$ cat src/rtl/param_sum_accumulator_if.sv
// Beat and result handshakes of the sum accumulator.
// The slave modport is the accumulator; the master modport is the upstream/sink side.
interface param_sum_accumulator_if #(
  parameter int WIDTH     = 4,
  parameter int ACC_WIDTH = 8
);
  logic                 in_valid;
  logic                 in_ready;
  logic [WIDTH-1:0]     in_s;
  logic                 in_cout;
  logic                 out_valid;
  logic                 out_ready;
  logic [ACC_WIDTH-1:0] out_sum;
  logic                 out_ovf;

  modport master (
    output in_valid, in_s, in_cout, out_ready,
    input  in_ready, out_valid, out_sum, out_ovf
  );

  modport slave (
    input  in_valid, in_s, in_cout, out_ready,
    output in_ready, out_valid, out_sum, out_ovf
  );
endinterface

$ cat src/rtl/param_sum_accumulator.sv
// Sums COUNT consecutive {cout,s} beats into an ACC_WIDTH total with a sticky carry-out flag,
// then holds the result until the sink takes it.
module param_sum_accumulator #(
  parameter int WIDTH     = 4,
  parameter int COUNT     = 4,
  parameter int ACC_WIDTH = 8
) (
  input  logic                          clk,
  input  logic                          rst,
  input  logic                          clear,
  param_sum_accumulator_if.slave        bus,
  output logic                          busy,
  output logic [1:0]                    dbg_state
);
  // Both handshakes: a transfer happens on a rising edge where valid and ready are both high.
  // in_ready and out_valid depend only on registered state, never on the partner's signals.
  localparam int CNT_W = $clog2(COUNT + 1);
  localparam logic [CNT_W-1:0] LAST_CNT = CNT_W'(COUNT - 1);

  typedef enum logic [1:0] {
    S_IDLE = 2'd0,
    S_ACC  = 2'd1,
    S_HOLD = 2'd2
  } state_e;

  state_e               state_q, state_d;
  logic [ACC_WIDTH-1:0] acc_q, acc_d;
  logic                 ovf_q, ovf_d;
  logic [CNT_W-1:0]     cnt_q, cnt_d;
  logic                 accept;
  logic [ACC_WIDTH:0]   beat_ext;
  logic [ACC_WIDTH:0]   sum_ext;

  always_comb begin
    beat_ext          = '0;
    beat_ext[WIDTH:0] = {bus.in_cout, bus.in_s};
    sum_ext           = {1'b0, acc_q} + beat_ext;
    accept            = bus.in_valid && (state_q != S_HOLD);
    state_d           = state_q;
    acc_d             = acc_q;
    ovf_d             = ovf_q;
    cnt_d             = cnt_q;
    case (state_q)
      S_IDLE: begin
        if (accept) begin
          acc_d   = beat_ext[ACC_WIDTH-1:0];
          ovf_d   = 1'b0;
          cnt_d   = CNT_W'(1);
          state_d = (COUNT == 1) ? S_HOLD : S_ACC;
        end
      end
      S_ACC: begin
        if (accept) begin
          acc_d = sum_ext[ACC_WIDTH-1:0];
          ovf_d = ovf_q | sum_ext[ACC_WIDTH];
          cnt_d = cnt_q + CNT_W'(1);
          if (cnt_q == LAST_CNT) state_d = S_HOLD;
        end
      end
      S_HOLD: begin
        if (bus.out_ready) begin
          state_d = S_IDLE;
          cnt_d   = '0;
        end
      end
      default: state_d = S_IDLE;
    endcase
    // Abort drops any beat offered in the same cycle, so acc/ovf keep their old values.
    if (clear) begin
      state_d = S_IDLE;
      cnt_d   = '0;
      acc_d   = acc_q;
      ovf_d   = ovf_q;
    end
  end

  always_ff @(posedge clk) begin
    if (rst) begin
      state_q <= S_IDLE;
      acc_q   <= '0;
      ovf_q   <= 1'b0;
      cnt_q   <= '0;
    end else begin
      state_q <= state_d;
      acc_q   <= acc_d;
      ovf_q   <= ovf_d;
      cnt_q   <= cnt_d;
    end
  end

  assign bus.in_ready  = (state_q != S_HOLD);
  assign bus.out_valid = (state_q == S_HOLD);
  assign bus.out_sum   = acc_q;
  assign bus.out_ovf   = ovf_q;
  assign busy          = (state_q != S_IDLE);
  assign dbg_state     = state_q;
endmodule

$ cat src/flat_wrapper.sv
// flat-port wrapper written by rule: the top's interface ports become plain ports
module param_sum_accumulator_flat 
#(
  parameter int WIDTH     = 4,
  parameter int COUNT     = 4,
  parameter int ACC_WIDTH = 8
)
  (clk, rst, clear, busy, dbg_state, bus_in_valid, bus_in_s, bus_in_cout, bus_out_ready, bus_in_ready, bus_out_valid, bus_out_sum, bus_out_ovf);
  param_sum_accumulator_if #(.WIDTH(WIDTH), .ACC_WIDTH(ACC_WIDTH)) bus_i ();
  input  logic clk;
  input  logic rst;
  input  logic clear;
  output logic busy;
  output logic [1:0] dbg_state;
  input wire logic [$bits(bus_i.in_valid)-1:0] bus_in_valid;
  input wire logic [$bits(bus_i.in_s)-1:0] bus_in_s;
  input wire logic [$bits(bus_i.in_cout)-1:0] bus_in_cout;
  input wire logic [$bits(bus_i.out_ready)-1:0] bus_out_ready;
  output wire logic [$bits(bus_i.in_ready)-1:0] bus_in_ready;
  output wire logic [$bits(bus_i.out_valid)-1:0] bus_out_valid;
  output wire logic [$bits(bus_i.out_sum)-1:0] bus_out_sum;
  output wire logic [$bits(bus_i.out_ovf)-1:0] bus_out_ovf;
  assign bus_i.in_valid = bus_in_valid;
  assign bus_i.in_s = bus_in_s;
  assign bus_i.in_cout = bus_in_cout;
  assign bus_i.out_ready = bus_out_ready;
  assign bus_in_ready = bus_i.in_ready;
  assign bus_out_valid = bus_i.out_valid;
  assign bus_out_sum = bus_i.out_sum;
  assign bus_out_ovf = bus_i.out_ovf;
  param_sum_accumulator #(.WIDTH(WIDTH), .COUNT(COUNT), .ACC_WIDTH(ACC_WIDTH)) u_core (.clk(clk), .rst(rst), .clear(clear), .bus(bus_i), .busy(busy), .dbg_state(dbg_state));
endmodule
$ cat config.mk
export PLATFORM = sky130hd
export DESIGN_NAME = param_sum_accumulator_flat
export DESIGN_NICKNAME = d
export VERILOG_FILES = /design/src/rtl/param_sum_accumulator_if.sv /design/src/rtl/param_sum_accumulator.sv /design/src/flat_wrapper.sv
export SDC_FILE = /design/constraint.sdc
export NUM_CORES = 1
export LEC_CHECK = 0
export ABC_AREA = 1
export CORE_UTILIZATION = 45
export DETAILED_ROUTE_END_ITERATION = 8
export DONT_BUFFER_PORTS = 1
export PLACE_DENSITY = 0.67
export SLEW_MARGIN = 25
export SYNTH_ARGS = -nofsm -noshare
export SYNTH_HDL_FRONTEND = slang
export SYNTH_SLANG_ARGS = --single-unit
export TNS_END_PERCENT = 100
$ cat constraint.sdc
create_clock -name clk -period 1.8 [get_ports clk]
set_input_delay 0.36 -clock clk [delete_from_list [all_inputs] [get_ports clk]]
set_output_delay 0.36 -clock clk [all_outputs]
set_load 0.03 [all_outputs]
==> metrics <==
crit path DAT approximately 1.3 ns; CTS max path bufs 2; Fin. Hold Viols 0; Fillers 216; Max Fclk just under 600 MHz; CTS H-tree depth 1; required time of the critical path roughly 1.4 ns; post-cts gate resize count 0; area grow syn2layout 13.33%; Die Area around 2500 sq um; type of destination of the critical path output pin; Avg Inst Size Synth approximately 7.4 sq um; Design Power approximately 0.83 mW; hold buffer count at cts 0; DRC 0; Synthesis Warnings 0; Distinct cells, synth 30; Setup crit start kind flop; multi-input logic area ~650 sq um; Starting Density between 40% and 50%; Routed WL slightly above 2000 um; maxcap violations 0; Worst Path Max Fanout 4; Post CTS Setup Buffer Count 0; num ports 24; nets 176; count of input and output buffers 0; Hold Path Class input pin to flop; antenna diode count 0; FF+latch area approximately 280 sq um; WL per Instance between 10 and 15 um; Die Y between 50 and 60 um; GP Congestion 0.8365; DP Wirelength between 1500 and 2000 um; Num CTS Buffers 3; 1st-iter DRT viols 10; Period Utilization, post-route between 90% and 100%; Syn Nets around 160; CP Cell Sequence inv_1 -> ha_1 -> inv_2 -> buf_4; Pleak around 0.54 nW; CP top delay family flip-flops; row count 17; Setup CP Type flop to output pin; unrepaired setup endpoints after global routing no; drt via density between 5 and 6; share of layout cells above drive strength 1 ~22%; Worst-Margin Slew just over 0.4 ns; 1st-pass router iterations 4; cell area power density around 700 nW/um^2; global-route wire length before repair roughly 3600 um; post-route ant nets 0; Worst Path Buf+Inv 3; largest net degree at the start of global routing 9; CTS Root Cell clkbuf_4; clk sinks 14; gr ovfl total 0; Slowest-stage cell, CP dfxtp_4; Tmin final 1.682 ns; VDD IR max between 0.4 and 0.5 mV; number of global-route vias before repair a little under 900; final setup fails 0; Pins Over Slew Limit 0; die width roughly 50 um; max incr delay on CP about 0.42 ns; status complete, no violations; CTS tree yes; Cells after Synth 141; Cell Area, Synth roughly 1000 sq um; clock transition at the registers of the reported paths about 0.09 ns; Via Count a little over 900; register area share after synthesis 26.89%; core footprint ~2200 sq um; fin util between 50% and 60%; Total Routing Usage GR around a fifth; post-synthesis register bit count 14; TNS Setup 0 ns; clk_skew ~0.0076 ns; slew margin rel. 72.52%; initial antenna violation count 0; Clock Latency Late Sink ~0.28 ns
per-stage QoR:
stage                     worst slack, ns  std cells  hold WS (ns)  instance area [sq um]
after CTS                         0.01036        182        0.1320                   1179
after floorplan                   0.01101        141        0.4224                   1044
after global routing              0.01105        182        0.1236                   1181
final                              0.1180        182        0.1355                   1181
after detailed placement           0.1729        178        0.4272                   1142
after global placement             0.2209        178        0.4259                   1142
final cells by class:
class | instances | share of cell area [%]
Multi-Input combinational cell | 102 | 55.30
Sequential cell | 14 | 24.05
Inverter | 24 | 8.263
Timing Repair Buffer | 10 | 6.356
Clock buffer | 4 | 3.072
Tap cell | 28 | 2.966
power by group:
part / total [mW] / switching (mW) / internal [mW]
clock network: 0.226 / 0.103 / 0.123
registers: 0.341 / 0.0151 / 0.326
logic: 0.259 / 0.167 / 0.0922
total: 0.826 / 0.285 / 0.541
layer usage:
layer  up-vias  GRT usage [%]  part of all wire [%]
met3         5          3.086                   4.3
met5         -              0                     0
met4         0          7.143                   1.5
met2        19          32.44                    49
li1        481              -                     -
met1       413          22.37                    45
registers in the layout (all words and copies together), names as in the netlist:
register,count
u_core.bus.out_ovf,1
u_core.bus.out_sum,8
u_core.cnt_q,3
u_core.dbg_state,2
cell usage after synthesis (all sizes together):
master  count  share of area, %
buf         1               1.1
ha         10                12
nand2      33                14
nand3b      2               1.4
mux2i       1              0.96
and2        1              0.60
a211oi      1              0.72
inv        24               9.4
xor2        1              0.84
nand3       9               6.5
dfxtp      14                27
nor2       19                10
a31oi       1              0.60
or2         2               1.2
o21ai       6               3.2
a21oi      14               7.1
fa          1               1.9
o211ai      1               1.2
worst reg2reg max path, stage by stage (launching register included):
cell and delay (ns):
dfxtp_1 0.34, ha_1 0.16, inv_1 0.05, fa_1 0.39, inv_1 0.07, nand2_1 0.04, nand2_1 0.07, nand3_1 0.11
nand2_1 0.12, nand3b_1 0.08, a21oi_1 0.11
final timing paths:
kind / cells past startpoint / slack (ns) / end / startpoint
worst max-delay path: 4 / 0.12 / busy / u_core.dbg_state[0]
worst min-delay path: 1 / 0.14 / u_core.bus.out_sum[2] / rst
worst max register to register: 10 / 0.16 / u_core.bus.out_ovf / u_core.bus.out_sum[0]
worst min register to register: 2 / 0.47 / u_core.cnt_q[1] / u_core.cnt_q[1]
cells by family after synthesis:
| kind of cell | count (synthesis) | synth area share (%) |
|---|---|---|
| flip-flops | 14 | 26.89 |
| AND/OR/NAND/NOR | 66 | 34.09 |
| buffers and inverters | 25 | 10.44 |
| XOR/XNOR | 1 | 0.8405 |
| AO/OA/AOI/OAI | 23 | 12.85 |
| multiplexers | 1 | 0.9604 |
| adder cells (fa/ha/maj) | 11 | 13.93 |
cells in the final DEF (no fill, tap or decap), drive strengths merged, types with 4 or more instances in the layout:
cell,Yosys,final
clkbuf,0,4
inv,24,24
nand3,9,9
a21oi,14,14
nor2,19,19
dfxtp,14,14
nand2,33,33
ha,10,10
o21ai,6,6
buf,1,10
(Power assumes the default switching activity.)
